**config.mk**
```make
export PLATFORM = sky130hd
export DESIGN_NAME = debug_ring_sequencer
export DESIGN_NICKNAME = d
export VERILOG_FILES = /design/src/rtl/debug_ring_sequencer.sv
export SDC_FILE = /design/constraint.sdc
export NUM_CORES = 1
export LEC_CHECK = 0
export ABC_AREA = 0
export BUFFER_PORTS_ARGS = -buffer_cell sky130_fd_sc_hd__buf_2
export CAP_MARGIN = 15
export CORE_MARGIN = 1.5
export CORE_UTILIZATION = 55
export DETAILED_ROUTE_END_ITERATION = 10
export PLACE_DENSITY = 0.76
export SYNTH_ARGS = -nofsm -noshare
export SYNTH_HDL_FRONTEND = slang
export SYNTH_SLANG_ARGS = --single-unit
```
**constraint.sdc**
```tcl
create_clock -name mclk -period 4.1 [get_ports mclk]
set_clock_uncertainty 0.05 [all_clocks]
set_input_delay 0.41 -clock mclk [delete_from_list [all_inputs] [get_ports mclk]]
set_output_delay 0.41 -clock mclk [all_outputs]
set_load 0.01 [all_outputs]
```
**src/rtl/debug_ring_sequencer.sv**
```systemverilog
// Autonomous debug-ring scan sequencer: optional ring load, then NUM_WORDS x 32 shifted bits, TX buffer out / RX buffer in.
// Optional build macro DEBUG_SEQ_LOOPBACK_EN adds a loopback input that feeds the RX path from debug_do internally.
module debug_ring_sequencer #(
    parameter int NUM_WORDS   = 4,
    parameter int CMD_LATENCY = 2
) (
    input  logic        mclk,
    input  logic        mrst_n,
    input  logic        start,
    input  logic        load_first,
    input  logic        abort,
    output logic        busy,
    output logic        done,
    input  logic        wr_en,
    input  logic [3:0]  wr_addr,
    input  logic [31:0] wr_data,
    input  logic [3:0]  rd_addr,
    output logic [31:0] rd_data,
    output logic        debug_do,
    output logic        debug_sl,
    input  logic        debug_di
`ifdef DEBUG_SEQ_LOOPBACK_EN
    ,
    input  logic        loopback
`endif
);

    localparam int AW = (NUM_WORDS > 1) ? $clog2(NUM_WORDS) : 1;
    localparam int BW = AW + 5;
    localparam int PW = CMD_LATENCY + 1;
    localparam logic [BW-1:0] LAST_BIT = BW'(32 * NUM_WORDS - 1);
    localparam logic [4:0] WORDS = 5'(NUM_WORDS);

    typedef enum logic [2:0] {
        IDLE,
        LOAD,
        GAP,
        SHIFT,
        DRAIN
    } state_t;

    state_t state;

    logic [31:0]   tx_mem [NUM_WORDS];
    logic [31:0]   rx_mem [NUM_WORDS];

    logic          load_cnt;
    logic          phase;
    logic [BW-1:0] bit_cnt;
    logic [BW-1:0] bit_nxt;
    logic [BW-1:0] rx_cnt;
    logic [31:0]   rx_shift;
    logic          rx_we;
    logic [AW-1:0] rx_widx;
    logic [PW-1:0] stb_pipe;
    logic          strobe;
    logic          sample;
    logic          last_sample;
    logic          kill;
    logic          ring_in;
    logic          tx_next_bit;
    logic          wr_ok;
    logic          rd_ok;

`ifdef DEBUG_SEQ_LOOPBACK_EN
    logic [PW-1:0] do_pipe;
`endif

    always_comb begin
        strobe      = (state == SHIFT) && !phase;
        sample      = stb_pipe[PW-1];
        last_sample = sample && (rx_cnt == LAST_BIT);
        kill        = abort && (state != IDLE);
        bit_nxt     = bit_cnt + BW'(1);
        tx_next_bit = tx_mem[bit_nxt[BW-1:5]][bit_nxt[4:0]];
        wr_ok       = wr_en && (state == IDLE) && ({1'b0, wr_addr} < WORDS);
        rd_ok       = {1'b0, rd_addr} < WORDS;
`ifdef DEBUG_SEQ_LOOPBACK_EN
        ring_in     = loopback ? do_pipe[PW-1] : debug_di;
`else
        ring_in     = debug_di;
`endif
    end

    // Buffers carry no reset; their contents are undefined until written.
    always_ff @(posedge mclk) begin
        if (wr_ok) begin
            tx_mem[wr_addr[AW-1:0]] <= wr_data;
        end
        if (rx_we && !kill) begin
            rx_mem[rx_widx] <= rx_shift;
        end
    end

    always_ff @(posedge mclk or negedge mrst_n) begin
        if (!mrst_n) begin
            state    <= IDLE;
            busy     <= 1'b0;
            done     <= 1'b0;
            debug_sl <= 1'b0;
            debug_do <= 1'b0;
            rd_data  <= '0;
            load_cnt <= 1'b0;
            phase    <= 1'b0;
            bit_cnt  <= '0;
            rx_cnt   <= '0;
            rx_shift <= '0;
            rx_we    <= 1'b0;
            rx_widx  <= '0;
            stb_pipe <= '0;
`ifdef DEBUG_SEQ_LOOPBACK_EN
            do_pipe  <= '0;
`endif
        end else begin
            done     <= 1'b0;
            rx_we    <= 1'b0;
            rd_data  <= rd_ok ? rx_mem[rd_addr[AW-1:0]] : '0;
            // Delayed copy of the shift strobe lines up with the ring's return latency.
            stb_pipe <= PW'({stb_pipe, strobe});
`ifdef DEBUG_SEQ_LOOPBACK_EN
            do_pipe  <= PW'({do_pipe, debug_do});
`endif

            if (sample) begin
                rx_shift <= {ring_in, rx_shift[31:1]};
                rx_cnt   <= rx_cnt + BW'(1);
                if (rx_cnt[4:0] == 5'd31) begin
                    rx_we   <= 1'b1;
                    rx_widx <= rx_cnt[BW-1:5];
                end
            end

            if (kill) begin
                state    <= IDLE;
                busy     <= 1'b0;
                debug_sl <= 1'b0;
                debug_do <= 1'b0;
                rx_we    <= 1'b0;
                phase    <= 1'b0;
                stb_pipe <= '0;
`ifdef DEBUG_SEQ_LOOPBACK_EN
                do_pipe  <= '0;
`endif
            end else if (last_sample) begin
                // With zero latency the final sample lands in SHIFT, so this overrides any state.
                state    <= IDLE;
                busy     <= 1'b0;
                done     <= 1'b1;
                debug_sl <= 1'b0;
                debug_do <= 1'b0;
                phase    <= 1'b0;
            end else begin
                case (state)
                    IDLE: begin
                        if (start && !abort) begin
                            busy     <= 1'b1;
                            bit_cnt  <= '0;
                            rx_cnt   <= '0;
                            phase    <= 1'b0;
                            load_cnt <= 1'b0;
                            debug_sl <= 1'b1;
                            if (load_first) begin
                                state    <= LOAD;
                                debug_do <= 1'b0;
                            end else begin
                                state    <= SHIFT;
                                debug_do <= tx_mem[0][0];
                            end
                        end
                    end
                    LOAD: begin
                        if (load_cnt) begin
                            state    <= GAP;
                            debug_sl <= 1'b0;
                        end else begin
                            load_cnt <= 1'b1;
                        end
                    end
                    GAP: begin
                        state    <= SHIFT;
                        phase    <= 1'b0;
                        debug_sl <= 1'b1;
                        debug_do <= tx_mem[0][0];
                    end
                    SHIFT: begin
                        if (!phase) begin
                            phase    <= 1'b1;
                            debug_sl <= 1'b0;
                        end else if (bit_cnt == LAST_BIT) begin
                            state    <= DRAIN;
                            phase    <= 1'b0;
                            debug_do <= 1'b0;
                        end else begin
                            bit_cnt  <= bit_nxt;
                            phase    <= 1'b0;
                            debug_sl <= 1'b1;
                            debug_do <= tx_next_bit;
                        end
                    end
                    DRAIN: begin
                        debug_sl <= 1'b0;
                        debug_do <= 1'b0;
                    end
                    default: state <= IDLE;
                endcase
            end
        end
    end

endmodule

```
==> flow_metrics.py <==
metrics = {
    "run_status": {
        "status": "finished clean",
    },
    "power": {
        "powerDensity_nw_per_um2": 517,
        "total_power_uw": 8180,
        "peakVddDrop_uv": 399,
        "p_leak_uw": 0.00599,
    },
    "synthesis": {
        "yosys.cell_types.count": 75,
        "syn_area_per_cell_um2": 16.1,
        "syn_inst": 870,
        "yosysMostFrequentCell": "edfxtp_1",
        "synth_area_leaders": "edfxtp_1 55%, dfrtp_1 17%, mux4_2 5.6%",
        "yosysTopAreaCellShare_pct": 54.9,
        "yosys.area.top_type": "edfxtp_1",
        "synth-edff-count": 256,
        "ys.warnings.count": 0,
        "syn_nets": 920,
        "async_flop_share_pct": 26.6,
        "synthTopCellsByCount": "256 x edfxtp_1, 93 x dfrtp_1, 71 x nand2_1, 36 x mux2_2, 36 x nor2_1",
        "synth_top_flop_cell": "edfxtp_1",
        "ys_seq_elements": 349,
        "ys_seq_area_share_pct": 71.5,
        "netlist_area_um2": 14000,
    },
    "finish": {
        "layout-drive-gt1-share_pct": 25.0,
        "fin_util_pct": 63.0,
        "layout.nets": 1009,
        "syn2layout_area_growth_pct": 12.9,
        "fin_area_um2": 15800,
    },
    "die": {
        "io_pins": 83,
        "start_util_pct": 55.8,
        "chipWidth_um": 163,
        "die_area_um2": 26400,
        "core_area_um2": 25100,
        "rows": 58,
        "fp.dieH_um": 163,
    },
    "critical_path": {
        "required_ns": 4.46,
        "startpoint_type": "register",
        "worst-setup-path-type": "reg -> reg",
        "worst_setup_path_end_kind": "register",
        "arrival_ns": 3.76,
        "cp_max_fo": 28,
    },
    "route": {
        "wl_per_cell_um": 19.7,
        "drt_pass1_iterations": 6,
        "wl_mm": 26.0,
        "drt-initial-drc-count": 609,
        "ant_nets": 0,
        "drc": 0,
        "vias_per_cell": 5.84,
        "via_count": 7697,
    },
    "clocking": {
        "clock-root-buffer": "clkbuf_16",
        "cts_tree": "done",
        "clk-insertion-delay-late_ns": 0.53,
        "cts_buffers": 36,
        "path_clk_slew_ns": 0.06,
        "cts_resized": 0,
        "h-tree-depth": 2,
        "clk_path_buf_depth": 3,
        "cts_sinks": 349,
        "cts_setup_buffers": 0,
        "cts_hold_buf": 1,
    },
    "sta": {
        "slew_viol_final": 0,
        "tightest_slew_ns": 0.870,
        "finalWorstSetupSlack_ns": 0.699,
        "max_freq_ghz": 0.294,
        "fin_crit_ns": 3.40,
        "rsz0062_at_grt": "no",
        "hold_viol_final": 0,
        "min_period_over_period_pct": 82.9,
        "worst_slew_margin_rel_pct": 41.6,
        "final-setup-viol-count": 0,
    },
    "placed_design": {
        "io_buffers": 82,
        "post_dp_cell_area_um2": 14700,
        "gp_congestion": 0.931,
        "place_hpwl_mm": 15.5,
        "preCtsSetupSlack_ns": 0.784,
    },
    "global_route": {
        "grtUsageTotal_pct": 20.4,
        "grt-ovfl-total": 0,
        "grt_max_degree": 64,
        "grt_pass1_vias": 7719,
        "grt_pass1_wl_mm": 41.3,
        "antenna_found_initial": 2,
    },
    "flow_run": {
        "cap_violations": 0,
    },
    "hold_path": {
        "hp-class": "in -> reg",
    },
}
==> final timing paths <==
check,startpoint,cells after the start,end,slack (ns)
min reg2reg,stb_pipe[1]$_DFF_PN0_,1,stb_pipe[2]$_DFF_PN0_,0.39
min in group asynchronous,mrst_n,2,rd_data[19]$_DFF_PN0_,0.48
max,bit_cnt[1]$_DFFE_PN0P_,9,debug_do$_DFFE_PN0P_,0.70
max reg2reg,bit_cnt[1]$_DFFE_PN0P_,9,debug_do$_DFFE_PN0P_,0.70
max in group asynchronous,mrst_n,3,rd_data[8]$_DFF_PN0_,2.53
min,wr_data[1],1,tx_mem[0][1]$_DFFE_PP_,0.04
==> cells in the final DEF (no fill, tap or decap), drive strengths merged, types with 5 or more instances in the layout <==
cell type  netlist  final
mux4            35     35
nand2           73     73
nor2            37     37
or3              5      5
mux2            36     36
dfrtp           93     93
o21ai           23     23
nor2b           35     35
a21oi           14     14
nand3           29     29
buf             26     99
xnor2            6      6
mux2i           21     21
edfxtp         256    256
and2             9      9
clkbuf          23     50
nor3            14     14
inv              6      8
and4             7      7
a31oi           10     10
a311oi          11     11
nand4            9      9
clkinv           0     11
nand2b          14     14
a22oi            9      9
and3             8      8
==> registers in the layout, indices dropped and copies added (netlist names) <==
| register | cells |
|---|---|
| load_cnt | 1 |
| bit_cnt | 7 |
| debug_do | 1 |
| rx_cnt | 7 |
| tx_mem | 128 |
| done | 1 |
| rx_we | 1 |
| rx_mem | 128 |
| phase | 1 |
| rx_widx | 2 |
| rd_data | 32 |
| busy | 1 |
| debug_sl | 1 |
| rx_shift | 32 |
| stb_pipe | 3 |
| state | 3 |
==> logic make-up after synthesis <==
family          synth area share [%]
compound gates                  5.50
xor+xnor                       0.625
simple gates                    9.68
flops                           71.5
buf+inv                         2.39
mux                             10.0
fa+ha+maj                      0.268
==> critical path: stages, from the launching register on <==
cell and delay (ns):
dfrtp_1 0.43, ha_1 0.33, and2_1 0.62, nand3_4 0.28, nand2_4 0.42, mux2i_1 0.25, a311oi_1 0.11, a311o_1 0.40
a41o_1 0.21, a31o_1 0.17
==> metrics by stage <==
stage	TNS [ns]	hold slack [ns]	cells
final	0	0.0416	1318
after global routing	0	0.0285	1318
after CTS	0	0.0182	1317
after detailed placement	0	0.387	1250
after global placement	0	0.388	1250
after floorplan	-0.986	0.0644	870
==> power by group <==
group          internal (µW)  total, µW  switching (µW)  leakage, µW
Sequential              3950       4090             148      0.00372
Combinational            423       1030             611      0.00172
Clock                   1750       3050            1300     0.000548
==> per-layer routing <==
layer / vias up / GRT usage [%] / routed length (µm)
li1: 3520 / - / -
met1: 3821 / 27.1 / 10700
met2: 294 / 34.1 / 12900
met3: 60 / 3.92 / 1660
met4: 2 / 7.01 / 650
met5: - / 0 / 17
==> cell type report <==
cell class | count | area [µm²]
Antenna cell | 1 | 2.50
Clock inverter | 16 | 116
Timing Repair Buffer | 100 | 551
Multi-Input combinational cell | 466 | 3680
Inverter | 6 | 22.5
Fill cell | 1827 | 9290
Clock buffer | 50 | 1010
Tap cell | 330 | 413
Sequential cell | 349 | 10000
Note: power is estimated with default switching activity, not from simulation.
